[src/rtl/conv_pkg.sv]
// Shared state encoding, read-select codes and a small elaboration helper
// for the convolution tile sequencer.
package conv_pkg;

    localparam int unsigned STATE_W = 3;

    typedef enum logic [STATE_W-1:0] {
        IDLE    = 3'd0,
        WLOAD   = 3'd1,
        FSTREAM = 3'd2,
        DRAIN   = 3'd3,
        DONE    = 3'd4
    } state_t;

    localparam logic SEL_FEAT = 1'b0;
    localparam logic SEL_WGT  = 1'b1;

    function automatic int unsigned max3(input int unsigned a, input int unsigned b,
                                         input int unsigned c);
        int unsigned m;
        m = (a > b) ? a : b;
        return (m > c) ? m : c;
    endfunction

endpackage

[src/rtl/conv_addr_gen.sv]
// Two-level index counter: each inner step adds OFFSET to the address; an inner
// wrap bumps the outer index and restarts the address at the new outer base.
module conv_addr_gen #(
    parameter int unsigned ADDR_WIDTH = 8,
    parameter int unsigned CNT_W      = 4,
    parameter int unsigned OFFSET     = 14
) (
    input  logic                  clk,
    input  logic                  rst_n,
    input  logic                  i_clear,
    input  logic                  i_en,
    input  logic [CNT_W-1:0]      i_inner_last,
    input  logic [CNT_W-1:0]      i_outer_last,
    output logic [ADDR_WIDTH-1:0] o_addr,
    output logic                  o_inner_wrap,
    output logic                  o_outer_wrap
);

    localparam logic [ADDR_WIDTH:0] STRIDE = (ADDR_WIDTH + 1)'(OFFSET);

    logic [CNT_W-1:0]      r_inner;
    logic [CNT_W-1:0]      r_outer;
    logic [ADDR_WIDTH-1:0] r_addr;
    logic [ADDR_WIDTH-1:0] r_base;
    logic [ADDR_WIDTH:0]   w_step;
    logic [ADDR_WIDTH:0]   w_next_base;

    assign w_step       = {1'b0, r_addr} + STRIDE;
    assign w_next_base  = {1'b0, r_base} + (ADDR_WIDTH + 1)'(1);
    assign o_inner_wrap = (r_inner == i_inner_last);
    assign o_outer_wrap = (r_outer == i_outer_last);
    assign o_addr       = r_addr;

    always_ff @(posedge clk or negedge rst_n) begin
        if (!rst_n) begin
            r_inner <= '0;
            r_outer <= '0;
            r_addr  <= '0;
            r_base  <= '0;
        end else if (i_clear) begin
            r_inner <= '0;
            r_outer <= '0;
            r_addr  <= '0;
            r_base  <= '0;
        end else if (i_en) begin
            if (o_inner_wrap) begin
                r_inner <= '0;
                if (o_outer_wrap) begin
                    r_outer <= '0;
                    r_addr  <= '0;
                    r_base  <= '0;
                end else begin
                    r_outer <= r_outer + CNT_W'(1);
                    r_addr  <= w_next_base[ADDR_WIDTH-1:0];
                    r_base  <= w_next_base[ADDR_WIDTH-1:0];
                end
            end else begin
                r_inner <= r_inner + CNT_W'(1);
                r_addr  <= w_step[ADDR_WIDTH-1:0];
            end
        end
    end

endmodule

[src/rtl/conv_seq_ctrl.sv]
// Convolution tile sequencer: weight-row reads, column-major feature reads, drain, done.
// Optional macro CONV_SEQ_PERF_EN adds the stall_cnt_o stall-cycle counter.
module conv_seq_ctrl
    import conv_pkg::*;
#(
    parameter int unsigned ADDR_WIDTH = 8,
    parameter int unsigned ROW_CNT    = 14,
    parameter int unsigned COL_CNT    = 14,
    parameter int unsigned W_CNT      = 8,
    parameter int unsigned OFFSET     = 14,
    parameter int unsigned DRAIN_LAT  = 4
) (
    input  logic                  clk,
    input  logic                  rst_n,
    input  logic                  start_i,
    input  logic                  abort_i,
    input  logic                  stall_i,
    output logic                  busy_o,
    output logic                  done_o,
    output logic                  rd_en_o,
    output logic [ADDR_WIDTH-1:0] rd_addr_o,
    output logic                  rd_sel_o,
`ifdef CONV_SEQ_PERF_EN
    output logic [15:0]           stall_cnt_o,
`endif
    output logic                  last_o
);

    localparam int unsigned CNT_W    = $clog2(max3(W_CNT, ROW_CNT, COL_CNT) + 1);
    localparam int unsigned DRN_W    = $clog2(DRAIN_LAT + 1);
    localparam int          DRN_LAST = int'(DRAIN_LAT) - 2;

    if (((COL_CNT - 1) + (ROW_CNT - 1) * OFFSET >= (1 << ADDR_WIDTH)) ||
        ((W_CNT - 1) * OFFSET >= (1 << ADDR_WIDTH)) || (DRAIN_LAT < 1)) begin : g_param_err
        $error("conv_seq_ctrl: address range exceeds ADDR_WIDTH or DRAIN_LAT < 1");
    end

    state_t                r_state;
    state_t                w_state_nxt;
    logic [DRN_W-1:0]      r_drain;
    logic [DRN_W-1:0]      w_drain_nxt;
    logic                  w_issue;
    logic                  w_start_ok;
    logic                  w_ag_en;
    logic                  w_ag_clear;
    logic                  w_inner_wrap;
    logic                  w_outer_wrap;
    logic [CNT_W-1:0]      w_inner_last;
    logic [CNT_W-1:0]      w_outer_last;
    logic [ADDR_WIDTH-1:0] w_addr;

    assign w_issue      = ((r_state == WLOAD) || (r_state == FSTREAM)) && !stall_i;
    assign w_start_ok   = (r_state == IDLE) && start_i && !abort_i;
    assign w_inner_last = (r_state == WLOAD) ? CNT_W'(W_CNT - 1) : CNT_W'(ROW_CNT - 1);
    assign w_outer_last = (r_state == WLOAD) ? '0 : CNT_W'(COL_CNT - 1);

    conv_addr_gen #(
        .ADDR_WIDTH (ADDR_WIDTH),
        .CNT_W      (CNT_W),
        .OFFSET     (OFFSET)
    ) u_addr_gen (
        .clk          (clk),
        .rst_n        (rst_n),
        .i_clear      (w_ag_clear),
        .i_en         (w_ag_en),
        .i_inner_last (w_inner_last),
        .i_outer_last (w_outer_last),
        .o_addr       (w_addr),
        .o_inner_wrap (w_inner_wrap),
        .o_outer_wrap (w_outer_wrap)
    );

    always_ff @(posedge clk or negedge rst_n) begin
        if (!rst_n) begin
            r_state <= IDLE;
            r_drain <= '0;
        end else begin
            r_state <= w_state_nxt;
            r_drain <= w_drain_nxt;
        end
    end

    // The last-read cycle counts as the first drain cycle, so done_o lands
    // exactly DRAIN_LAT cycles after the final feature strobe.
    always_comb begin
        w_state_nxt = r_state;
        w_drain_nxt = r_drain;
        w_ag_en     = 1'b0;
        w_ag_clear  = 1'b0;
        case (r_state)
            IDLE: begin
                if (w_start_ok) begin
                    w_state_nxt = WLOAD;
                    w_ag_clear  = 1'b1;
                end
            end
            WLOAD: begin
                if (w_issue) begin
                    w_ag_en = 1'b1;
                    if (w_inner_wrap) begin
                        w_state_nxt = FSTREAM;
                        w_ag_clear  = 1'b1;
                    end
                end
            end
            FSTREAM: begin
                if (w_issue) begin
                    w_ag_en = 1'b1;
                    if (w_inner_wrap && w_outer_wrap) begin
                        w_state_nxt = (DRAIN_LAT == 1) ? DONE : DRAIN;
                        w_ag_clear  = 1'b1;
                        w_drain_nxt = '0;
                    end
                end
            end
            DRAIN: begin
                if (int'(r_drain) >= DRN_LAST) begin
                    w_state_nxt = DONE;
                    w_drain_nxt = '0;
                end else begin
                    w_drain_nxt = r_drain + DRN_W'(1);
                end
            end
            DONE: begin
                w_state_nxt = IDLE;
            end
            default: begin
                w_state_nxt = IDLE;
                w_ag_clear  = 1'b1;
                w_drain_nxt = '0;
            end
        endcase
        if (abort_i) begin
            w_state_nxt = IDLE;
            w_ag_clear  = 1'b1;
            w_drain_nxt = '0;
        end
    end

    assign busy_o    = (r_state != IDLE);
    assign done_o    = (r_state == DONE);
    assign rd_en_o   = w_issue;
    assign rd_addr_o = w_issue ? w_addr : '0;
    assign rd_sel_o  = (w_issue && (r_state == WLOAD)) ? SEL_WGT : SEL_FEAT;
    assign last_o    = w_issue && (r_state == FSTREAM) && w_inner_wrap && w_outer_wrap;

`ifdef CONV_SEQ_PERF_EN
    logic [15:0] r_stall_cnt;

    always_ff @(posedge clk or negedge rst_n) begin
        if (!rst_n) begin
            r_stall_cnt <= '0;
        end else if (w_start_ok) begin
            r_stall_cnt <= '0;
        end else if (stall_i && ((r_state == WLOAD) || (r_state == FSTREAM)) &&
                     (r_stall_cnt != '1)) begin
            r_stall_cnt <= r_stall_cnt + 16'd1;
        end
    end

    assign stall_cnt_o = r_stall_cnt;
`endif

endmodule

[config.mk]
export PLATFORM = sky130hd
export DESIGN_NAME = conv_seq_ctrl
export DESIGN_NICKNAME = d
export VERILOG_FILES = /design/src/rtl/conv_pkg.sv /design/src/rtl/conv_addr_gen.sv /design/src/rtl/conv_seq_ctrl.sv
export SDC_FILE = /design/constraint.sdc
export NUM_CORES = 1
export LEC_CHECK = 0
export ABC_CLOCK_PERIOD_IN_PS = 2700
export BUFFER_PORTS_ARGS = -buffer_cell sky130_fd_sc_hd__buf_2
export CORE_UTILIZATION = 59
export CTS_CLUSTER_SIZE = 28
export DETAILED_ROUTE_END_ITERATION = 8
export PLACE_DENSITY = 0.79
export SLEW_MARGIN = 0
export SYNTH_ARGS = -nofsm -noshare
export SYNTH_HDL_FRONTEND = slang
export SYNTH_SLANG_ARGS = --single-unit
export TNS_END_PERCENT = 30
[constraint.sdc]
create_clock -name clk -period 2.7 [get_ports clk]
set_input_delay 0 -clock clk [delete_from_list [all_inputs] [get_ports clk]]
set_output_delay 0 -clock clk [all_outputs]
set_load 0.03 [all_outputs]
======== Yosys cells after proc, flatten, opt, wreduce, memory -nomap -nowiden ========
Cells that the tools add are included.
operators by class
  add/sub/neg operators ................... 5
  order comparisons ....................... 1
  equality and inequality tests ........... 13
  multiplexer cells ....................... 40
  reductions and logical operators ........ 21
operator list
  cell                                                  count
  two-way mux 8 bit                                     8
  two-way mux 4 bit                                     9
  two-way mux 3 bit                                     11
  != test 3 bit (second input constant)                 5
  one-hot mux 3 bit (4 select lines)                    1
  two-way mux 1 bit                                     9
  one-hot mux 3 bit (3 select lines)                    1
  adder 4 x 1 -> 4 bit (second input constant)          2
  adder 8 x 1 -> 8 bit (second input constant)          1
  adder 8 x 4 -> 8 bit (second input constant)          1
  equality test 4 bit                                   2
  logical AND 1 bit                                     8
  equality test 3 x 2 -> 1 bit (second input constant)  2
  AND reduction 6 bit                                   1
  one-hot mux 1 bit (4 select lines)                    1
  nonzero test 2 bit                                    2
  OR reduction 2 bit                                    2
  adder 3 x 1 -> 3 bit (second input constant)          1
  equality test 3 x 1 -> 1 bit (second input constant)  1
  equality test 3 bit (second input constant)           1
  >= comparator 3 x 2 -> 1 bit (second input constant)  1
  logical NOT 3 bit                                     1
  != test 3 x 2 -> 1 bit (second input constant)        1
  AND reduction 3 bit                                   1
  other kinds (6)                                       7
word-level totals
  register bits after elaboration ......... 30
  bits of input ports ..................... 5
  output and inout port bits .............. 13
  word-level logic and storage cells ...... 86

======== Depth between registers and ports, before layout ========
Gate-level depths: netlist of the first run.
  word-level depth ........................ 10
  gate-level depth with buffers ........... 9

======== Hierarchy ========
From an unflattened synthesis of the first run, not the netlist that was laid out.
second synthesis, totals
  cell total of the unflattened synthesis .. 215
  area, all modules ....................... 1929.4 um^2
modules (own cells, without submodules)
  module         times used  cells each  area each (um^2)
  conv_addr_gen  1           157         1416.4
  conv_seq_ctrl  1           58          513.0

======== Worst setup path after synthesis of the first run ========
Ideal clock, no wire load.
  path kind ............................... reg2reg
  from .................................... register r_state[2]
  to ...................................... register u_addr_gen.r_addr[6], in the netlist u_addr_gen.o_addr[6]
  library setup time ...................... 82 ps
  arrival ................................. 1977 ps
  data required time ...................... 2618 ps
  setup slack ............................. 641 ps
  cell stages (with the launch flop) ...... 7
  buffers on the path ..................... 2
  period minus slack after synthesis ...... 2059 ps
  cells stage by stage .................... dfrtp_1 > clkbuf_1 > or3_1 > buf_6 > or2_4 > or4_1 > a31oi_1
between the ends
  longest elaborated chain between the ends .. 9
ends and longest elaborated chain
  element                                                  RTL line                                  text
  start: declaration                                       conv_seq_ctrl.sv:38                       state_t r_state;
  start signal: assignment                                 conv_seq_ctrl.sv:78                       r_state <= w_state_nxt;
  equality test 3 x 1 -> 1 bit                             n/a
  two-way mux 4 bit, on equally long branches              conv_seq_ctrl.sv:54, conv_seq_ctrl.sv:55
  equality test 4 bit, on equally long branches            conv_addr_gen.sv:30, conv_addr_gen.sv:31
  logical AND 1 bit                                        conv_seq_ctrl.sv:109                      if (w_inner_wrap && w_outer_wrap) begin
  two-way mux 1 bit                                        conv_seq_ctrl.sv:109
  two-way mux 1 bit                                        conv_seq_ctrl.sv:107                      if (w_issue) begin
  one-hot mux 1 bit (4 select lines)                       conv_seq_ctrl.sv:90                       case (r_state)
  two-way mux 1 bit                                        conv_seq_ctrl.sv:133                      if (abort_i) begin
  two-way mux 8 bit or nonzero test 2 bit (tied branches)  n/a
  end signal: assignment                                   conv_addr_gen.sv:54                       r_addr <= w_next_base[ADDR_WIDTH-1:0];
  end signal: assignment                                   conv_addr_gen.sv:59                       r_addr <= w_step[ADDR_WIDTH-1:0];
  end: declaration                                         conv_addr_gen.sv:23                       logic [ADDR_WIDTH-1:0] r_addr;
Several ways; a longest one is shown, not always the timed one. The select of a mux whose other input is x is not followed.
A chain may end at the register's enable or synchronous reset.

======== Worst setup path in the final report of the first run ========
  from .................................... register r_state[2]
  to ...................................... output last_o
between the ends
  longest elaborated chain between the ends .. 6
ends and longest elaborated chain
  element                                                    RTL line              text
  branches (longest 5 deep; another with two-way mux 4 bit)  n/a
  logical AND 1 bit *                                        conv_seq_ctrl.sv:145  assign last_o = w_issue && (r_state == FSTREAM) && w_inner_wrap && w_outer_wrap;
  end: declaration                                           conv_seq_ctrl.sv:26   output logic last_o
Mark *: on every way between the ends.

==> results by group, run 1 <==
Outcome
  • Outcome: finished, final reports clean

Detailed routing
  • First-iteration detailed-routing DRC count: 130
  • Final wirelength: 3.93 mm
  • Routed vias: 1,640
  • DR WL/cell: 13.9 µm
  • Post-route DRC: 0
  • DR vias/cell: 5.82
  • Drt pass-1 iters: 5
  • Final ANT Viol Nets: 0

Finish
  • Area growth, synth to finish: 9.44%
  • Fin nets: 249
  • Final core utilization: 68.4%
  • Diodes inserted: 0
  • Layout cells sized above 1: 13.4%

GRT
  • GRT Resource Usage Total: 25.1%
  • First-pass GRT wire length: 6.48 mm
  • Global route total overflow: 0
  • Initial antenna violation count: 0
  • Largest net degree at the start of global routing: 31
  • Vias in the first global route: 1,520

Die
  • Ports: 18
  • Initial core utilization: 62.5%
  • DIE HEIGHT: 58.9 µm
  • Core area: 0.00305 mm²
  • DIE WIDTH: 58.9 µm
  • # rows: 20
  • Die area: 0.00347 mm²

CTS
  • Maximum clock path buffer count: 2
  • Clock Sinks: 30
  • Cts repair resizes: 0
  • CTS root buf: clkbuf_4
  • CTS tree: built
  • CTS clk-pin slew, worst paths: 0.08 ns
  • Worst skew pair latency: 0.32 ns
  • CTS Buf Count: 5
  • H-tree Lvls: 2

Timing
  • Hold WS: 0.0930 ns
  • Max Fclk: 423 MHz
  • Final setup TNS: 0 ns
  • RSZ-0062 raised after global routing: false
  • Period utilization: 87.5%
  • Slew Limit Fails: 0
  • Worst Skew: 0.00856 ns
  • Final setup fails: 0
  • Worst Tran Pin Value: 0.654 ns
  • Tmin final: 2.36 ns
  • Final Hold Vio Count: 0
  • Slew headroom: 56.4%

Worst setup path
  • Worst setup EP type: primary output
  • RR Startpoint: r_state[2]
  • Worst EP required: 2.70 ns
  • Worst Setup SP: r_state[2]
  • Crit path max fanout: 12
  • Crit path launch type: flip-flop
  • Arrival @ worst endpoint: 2.36 ns
  • Setup CP Type: flip-flop to primary output
  • Cell depth of the worst flop-to-flop path: 5

Power
  • Leak: 0.946 nW
  • Power per cell area: 375 mW/mm²
  • Tot Pwr: 0.784 mW
  • Worst VDD drop: 0.293 mV

Logic synthesis
  • Seq/Total Area, Yosys: 39.3%
  • Number of flops mapped to enable cells by yosys: 0
  • YS warnings: 0
  • Dominant synthesized flop cell: dfrtp_1
  • Share of flip-flops with an asynchronous set or reset: 100%
  • Mapped Cells: 218
  • Mapped Area: 0.00191 mm²
  • Syn_area_per_cell: 8.76 µm²
  • Post-Syn Nets: 229
  • Synth unique cells: 48
  • FF+latch count, synth: 30

Flow run
  • Max-cap violation count: 0

Placed design
  • Post-DP HPWL: 2.83 mm
  • Port Buffers: 17
  • Final RePlAce weighted congestion: 0.846

Worst hold path
  • Hold_sp: start_i
  • Hold Path Class: primary input to flip-flop
  • Hold Path Depth: 4
## cell usage in the layout (no fill, tap or decap), drive strengths merged, types with 2 or more instances in the layout
cell	n
a21oi	17
nand2	21
and3	2
dfrtp	30
and2	5
a211oi	3
nand4b	4
nand2b	6
ha	6
a31oi	4
inv	7
dlygate4sd3	2
xnor2	4
a21o	3
buf	22
or3	5
nor3b	3
o21ai	15
clkbuf	7
nand3	5
or4	4
nor3	10
nor2	19
nor2b	3
o31ai	2
xor2	5
mux2i	4
nand3b	5
nand4	2
## synth_stat cells, drive strengths merged, types with 2 or more instances
master  instances  area [µm²]
ha              6        75.1
clkbuf          6        22.5
or3             5        31.3
a21o            3        22.5
a31oi           4        25.0
xnor2           4        35.0
a211oi          3        27.5
nor3           10        50.1
nor3b           3        22.5
nand3b          5        37.5
mux2i           4        43.8
nand4b          4        35.0
nor2           19        71.3
and2            5        31.3
and3            2        12.5
dfrtp          30         751
o31ai           2        15.0
a21oi          17        96.4
inv             7        26.3
nand2b          6        45.0
xor2            5        43.8
nand2          21        78.8
o21ai          15        75.1
buf             5        40.0
nor2b           3        18.8
or4             4        30.0
nand4           2        12.5
nand3           5        25.0
## where the power goes
| group | internal (mW) | total (mW) | switching, mW |
|---|---|---|---|
| sequential | 0.452 | 0.457 | 0.00426 |
| clock | 0.0981 | 0.242 | 0.144 |
| combinational | 0.0294 | 0.0855 | 0.0561 |
## stage by stage
step           instance area [µm²]  worst slack, ns  cells
2_1_floorplan                 1910            0.641    218
3_3_place_gp                  2020            0.437    273
3_5_place_dp                  2020            0.370    273
4_1_cts                       2090            0.356    282
5_1_grt                       2090            0.227    282
6_report                      2090            0.338    282
## worst max-delay path, stage by stage, from the launching register on
cell and delay, ns:
dfrtp_1 0.49, or3b_1 0.56, mux2i_2 0.40, buf_4 0.23, and3_1 0.17, buf_2 0.20
## flip-flops by register name, summed over array words and instances, names as in the netlist
name and flops:
u_addr_gen.r_base 8, u_addr_gen.r_inner 4, r_state 3, u_addr_gen.o_addr 8, u_addr_gen.r_outer 4, r_drain 3
## layer usage
| layer | GRT usage (%) | vias up | wire length (µm) |
|---|---|---|---|
| li1 | - | 825 | - |
| met1 | 32.1 | 759 | 1790 |
| met2 | 41.1 | 50 | 1900 |
| met3 | 4.84 | 6 | 204 |
| met4 | 11.6 | 0 | 41 |
| met5 | 0 | - | 0 |
## area by class of cell
| type | instances | area [µm²] |
|---|---|---|
| Clock buffer | 7 | 45.0 |
| Fill cell | 247 | 963 |
| Inverter | 7 | 26.3 |
| Multi-Input combinational cell | 170 | 1070 |
| Sequential cell | 30 | 751 |
| Tap cell | 44 | 55.1 |
| Timing Repair Buffer | 24 | 143 |
## worst paths after layout
| path | endpoint | slack, ns |
|---|---|---|
| setup / recovery | last_o | 0.34 |
| hold / removal | r_state[0] | 0.09 |
| setup reg to reg | u_addr_gen.o_addr[6] | 0.35 |
| hold reg to reg | u_addr_gen.o_addr[0] | 0.49 |
| max in group asynchronous | r_state[1] | 2.04 |
| min in group asynchronous | u_addr_gen.r_base[2] | 0.24 |
## timing repair
item / in CTS / in global routing
hold buffers: 2 / 0
endpoints found under the setup margin: 0 / 0
endpoints found under the hold margin: 36 / 0
buffers inserted: 0 / 0
## cells by family (layout without fill, tap and decap cells)
group,count (synthesis),after routing,share of synthesized area [%]
buffers and inverters,18,38,4.65
flip-flops,30,30,39.3
AND/OR/NAND/NOR,99,99,28.5
XOR/XNOR,9,9,4.13
adder cells (fa/ha/maj),6,6,3.93
AO/OA/AOI/OAI,52,52,17.2
multiplexers,4,4,2.29
Note: power is estimated with default switching activity, not from simulation.
==> run 2: changes to the inputs <==
--- a/config.mk
+++ b/config.mk
@@ -11,6 +11,7 @@
 export CTS_CLUSTER_SIZE = 28
 export DETAILED_ROUTE_END_ITERATION = 8
 export PLACE_DENSITY = 0.79
+export SETUP_SLACK_MARGIN = 0.5
 export SLEW_MARGIN = 0
 export SYNTH_ARGS = -nofsm -noshare
 export SYNTH_HDL_FRONTEND = slang
==> results by group, run 2 (synthesized netlist as in run 1, its figures left out) <==
Flow run
  • Max-cap violation count: 0

Power
  • Combinational power share: 11.3%
  • Clk network pwr share: 30.9%
  • Power per cell area: 372 mW/mm²
  • Worst VDD drop: 0.288 mV
  • Int Power: 0.582 mW
  • Sw Share: 26.3%
  • Sequential power share: 57.8%
  • NetSw: 0.208 mW
  • Leak: 0.961 nW

Timing
  • Post-route setup slack: 0.495 ns
  • Period utilization: 81.7%
  • Final setup fails: 0
  • Final setup TNS: 0 ns
  • Max Fclk: 453 MHz
  • Worst Tran Pin Value: 0.658 ns
  • Final Hold Vio Count: 0
  • Slew headroom: 56.2%
  • RSZ-0062 raised after global routing: true
  • Slew Limit Fails: 0
  • Worst Skew: 0.00852 ns
  • Tmin final: 2.21 ns

Worst setup path
  • Worst R2R End: u_addr_gen.o_addr[6]
  • Critical-path cell list: or3b_4, mux2i_4, or2_4, or4_1, a31oi_1
  • Cell depth of the worst flop-to-flop path: 5
  • RR Startpoint: r_state[2]
  • Arrival @ worst endpoint: 2.45 ns
  • Crit path launch type: flip-flop
  • Worst EP required: 2.95 ns
  • Worst setup EP type: flip-flop
  • CP max stage cell: or4_1
  • Worst path max stage delay: 0.51 ns
  • Crit path max fanout: 7
  • Setup CP Type: flip-flop to flip-flop
  • Worst reg-to-reg setup slack: 0.49 ns

Finish
  • Fin nets: 251
  • Most frequent cells in the layout: 29 x dfrtp_1, 21 x nand2_1, 18 x nor2_1
  • Area growth, synth to finish: 11.3%
  • Diodes inserted: 0
  • Final Instance Area: 0.00212 mm²
  • Commonest non-fill, non-tap cell in the layout: dfrtp_1
  • Layout cells sized above 1: 15.8%

CTS
  • Clock Sinks: 30
  • CTS clk-pin slew, worst paths: 0.09 ns
  • Maximum clock path buffer count: 2
  • CTS tree: built
  • CTS Buf Count: 5
  • H-tree Lvls: 2
  • Worst skew pair latency: 0.32 ns
  • CTS root buf: clkbuf_4

GRT
  • GR Util met1: 31.6%
  • GRT Resource Usage Total: 25.0%
  • Initial antenna violation count: 0
  • Largest net degree at the start of global routing: 31
  • First-pass GRT wire length: 6.47 mm
  • Global route total overflow: 0
  • GRT met3 Usage: 5.27%
  • GRT busiest layer: met2
  • Vias in the first global route: 1,531
  • GR Util met2: 40.9%

Detailed routing
  • First-iteration detailed-routing DRC count: 83
  • Final ANT Viol Nets: 0
  • DR vias/cell: 5.86
  • DR WL/cell: 14.5 µm
  • Routed vias: 1,664
  • Post-route DRC: 0
  • Drt pass-1 iters: 4
  • Final wirelength: 4.12 mm

Die
  • DIE HEIGHT: 58.9 µm
  • DIE WIDTH: 58.9 µm
  • Core area: 0.00305 mm²
  • # rows: 20
  • Die area: 0.00347 mm²
  • Initial core utilization: 62.5%
  • Ports: 18

Placed design
  • Final RePlAce weighted congestion: 0.846
  • Port Buffers: 17
  • DP Worst Slack: 0.370 ns
  • Post-DP HPWL: 2.83 mm
  • Area post-placement: 0.00202 mm²

Worst hold path
  • Hold_sp: start_i
  • Hold Path Depth: 4
  • Hold path endpoint: r_state[0]
  • Hold Path Class: primary input to flip-flop

Outcome
  • Outcome: finished, final reports clean
==> run 2: worst max-delay path, delay by kind of cell (launching register included) <==
family          cells  cell delay, ns
flops               1            0.47
mux                 1            0.23
compound gates      1            0.19
simple gates        3            1.24
==> run 2: layout make-up <==
type / count / area, µm²
Clock buffer: 7 / 45.0
Fill cell: 244 / 928
Sequential cell: 30 / 752
Multi-Input combinational cell: 170 / 1090
Inverter: 7 / 26.3
Tap cell: 44 / 55.1
Timing Repair Buffer: 26 / 158
==> run 2: routing by layer <==
| layer | wire [µm] | vias up |
|---|---|---|
| met5 | 0 | - |
| met4 | 41 | 0 |
| met3 | 154 | 6 |
| met2 | 2070 | 35 |
| met1 | 1850 | 798 |
| li1 | - | 825 |
==> run 2: power by group through the flow <==
stage          Clock (mW)  Combinational, mW  Sequential (mW)
4_1_cts             0.246             0.0866            0.457
5_1_grt             0.266             0.0983            0.458
3_3_place_gp            0             0.0821            0.465
3_5_place_dp            0             0.0832            0.466
6_report            0.244             0.0895            0.457
2_1_floorplan           0             0.0606            0.464
==> run 2: worst max-delay path by stage <==
stage	from	endpoint	slack [ns]	cells after the start
global placement	r_state[2]	u_addr_gen.r_base[3]	0.44	5
finish	r_state[2]	u_addr_gen.o_addr[6]	0.49	5
detailed placement	r_state[2]	u_addr_gen.o_addr[6]	0.37	5
floorplan	r_state[2]	u_addr_gen.o_addr[6]	0.64	6
global route	r_state[2]	u_addr_gen.o_addr[6]	0.46	5
CTS	r_state[2]	last_o	0.44	5
==> run 2: through the flow <==
| stage | hold slack, ns | total power [mW] | util, % | cells |
|---|---|---|---|---|
| global route | 0.104 | 0.821 | 69.6 | 284 |
| finish | 0.0943 | 0.790 | 69.6 | 284 |
| CTS | 0.0906 | 0.789 | 68.5 | 282 |
| detailed placement | 0.0668 | 0.549 | 66.3 | 273 |
| global placement | 0.0728 | 0.547 | 66.3 | 273 |
| floorplan | -0.296 | 0.525 | - | 218 |
==> run 2: repair_timing <==
action                                 in CTS  in global routing
setup buffers                               0                  2
endpoints found under the hold margin      36                  0
resized for setup                           1                  4
setup endpoints to repair                  11                 16
hold buffers                                2                  0
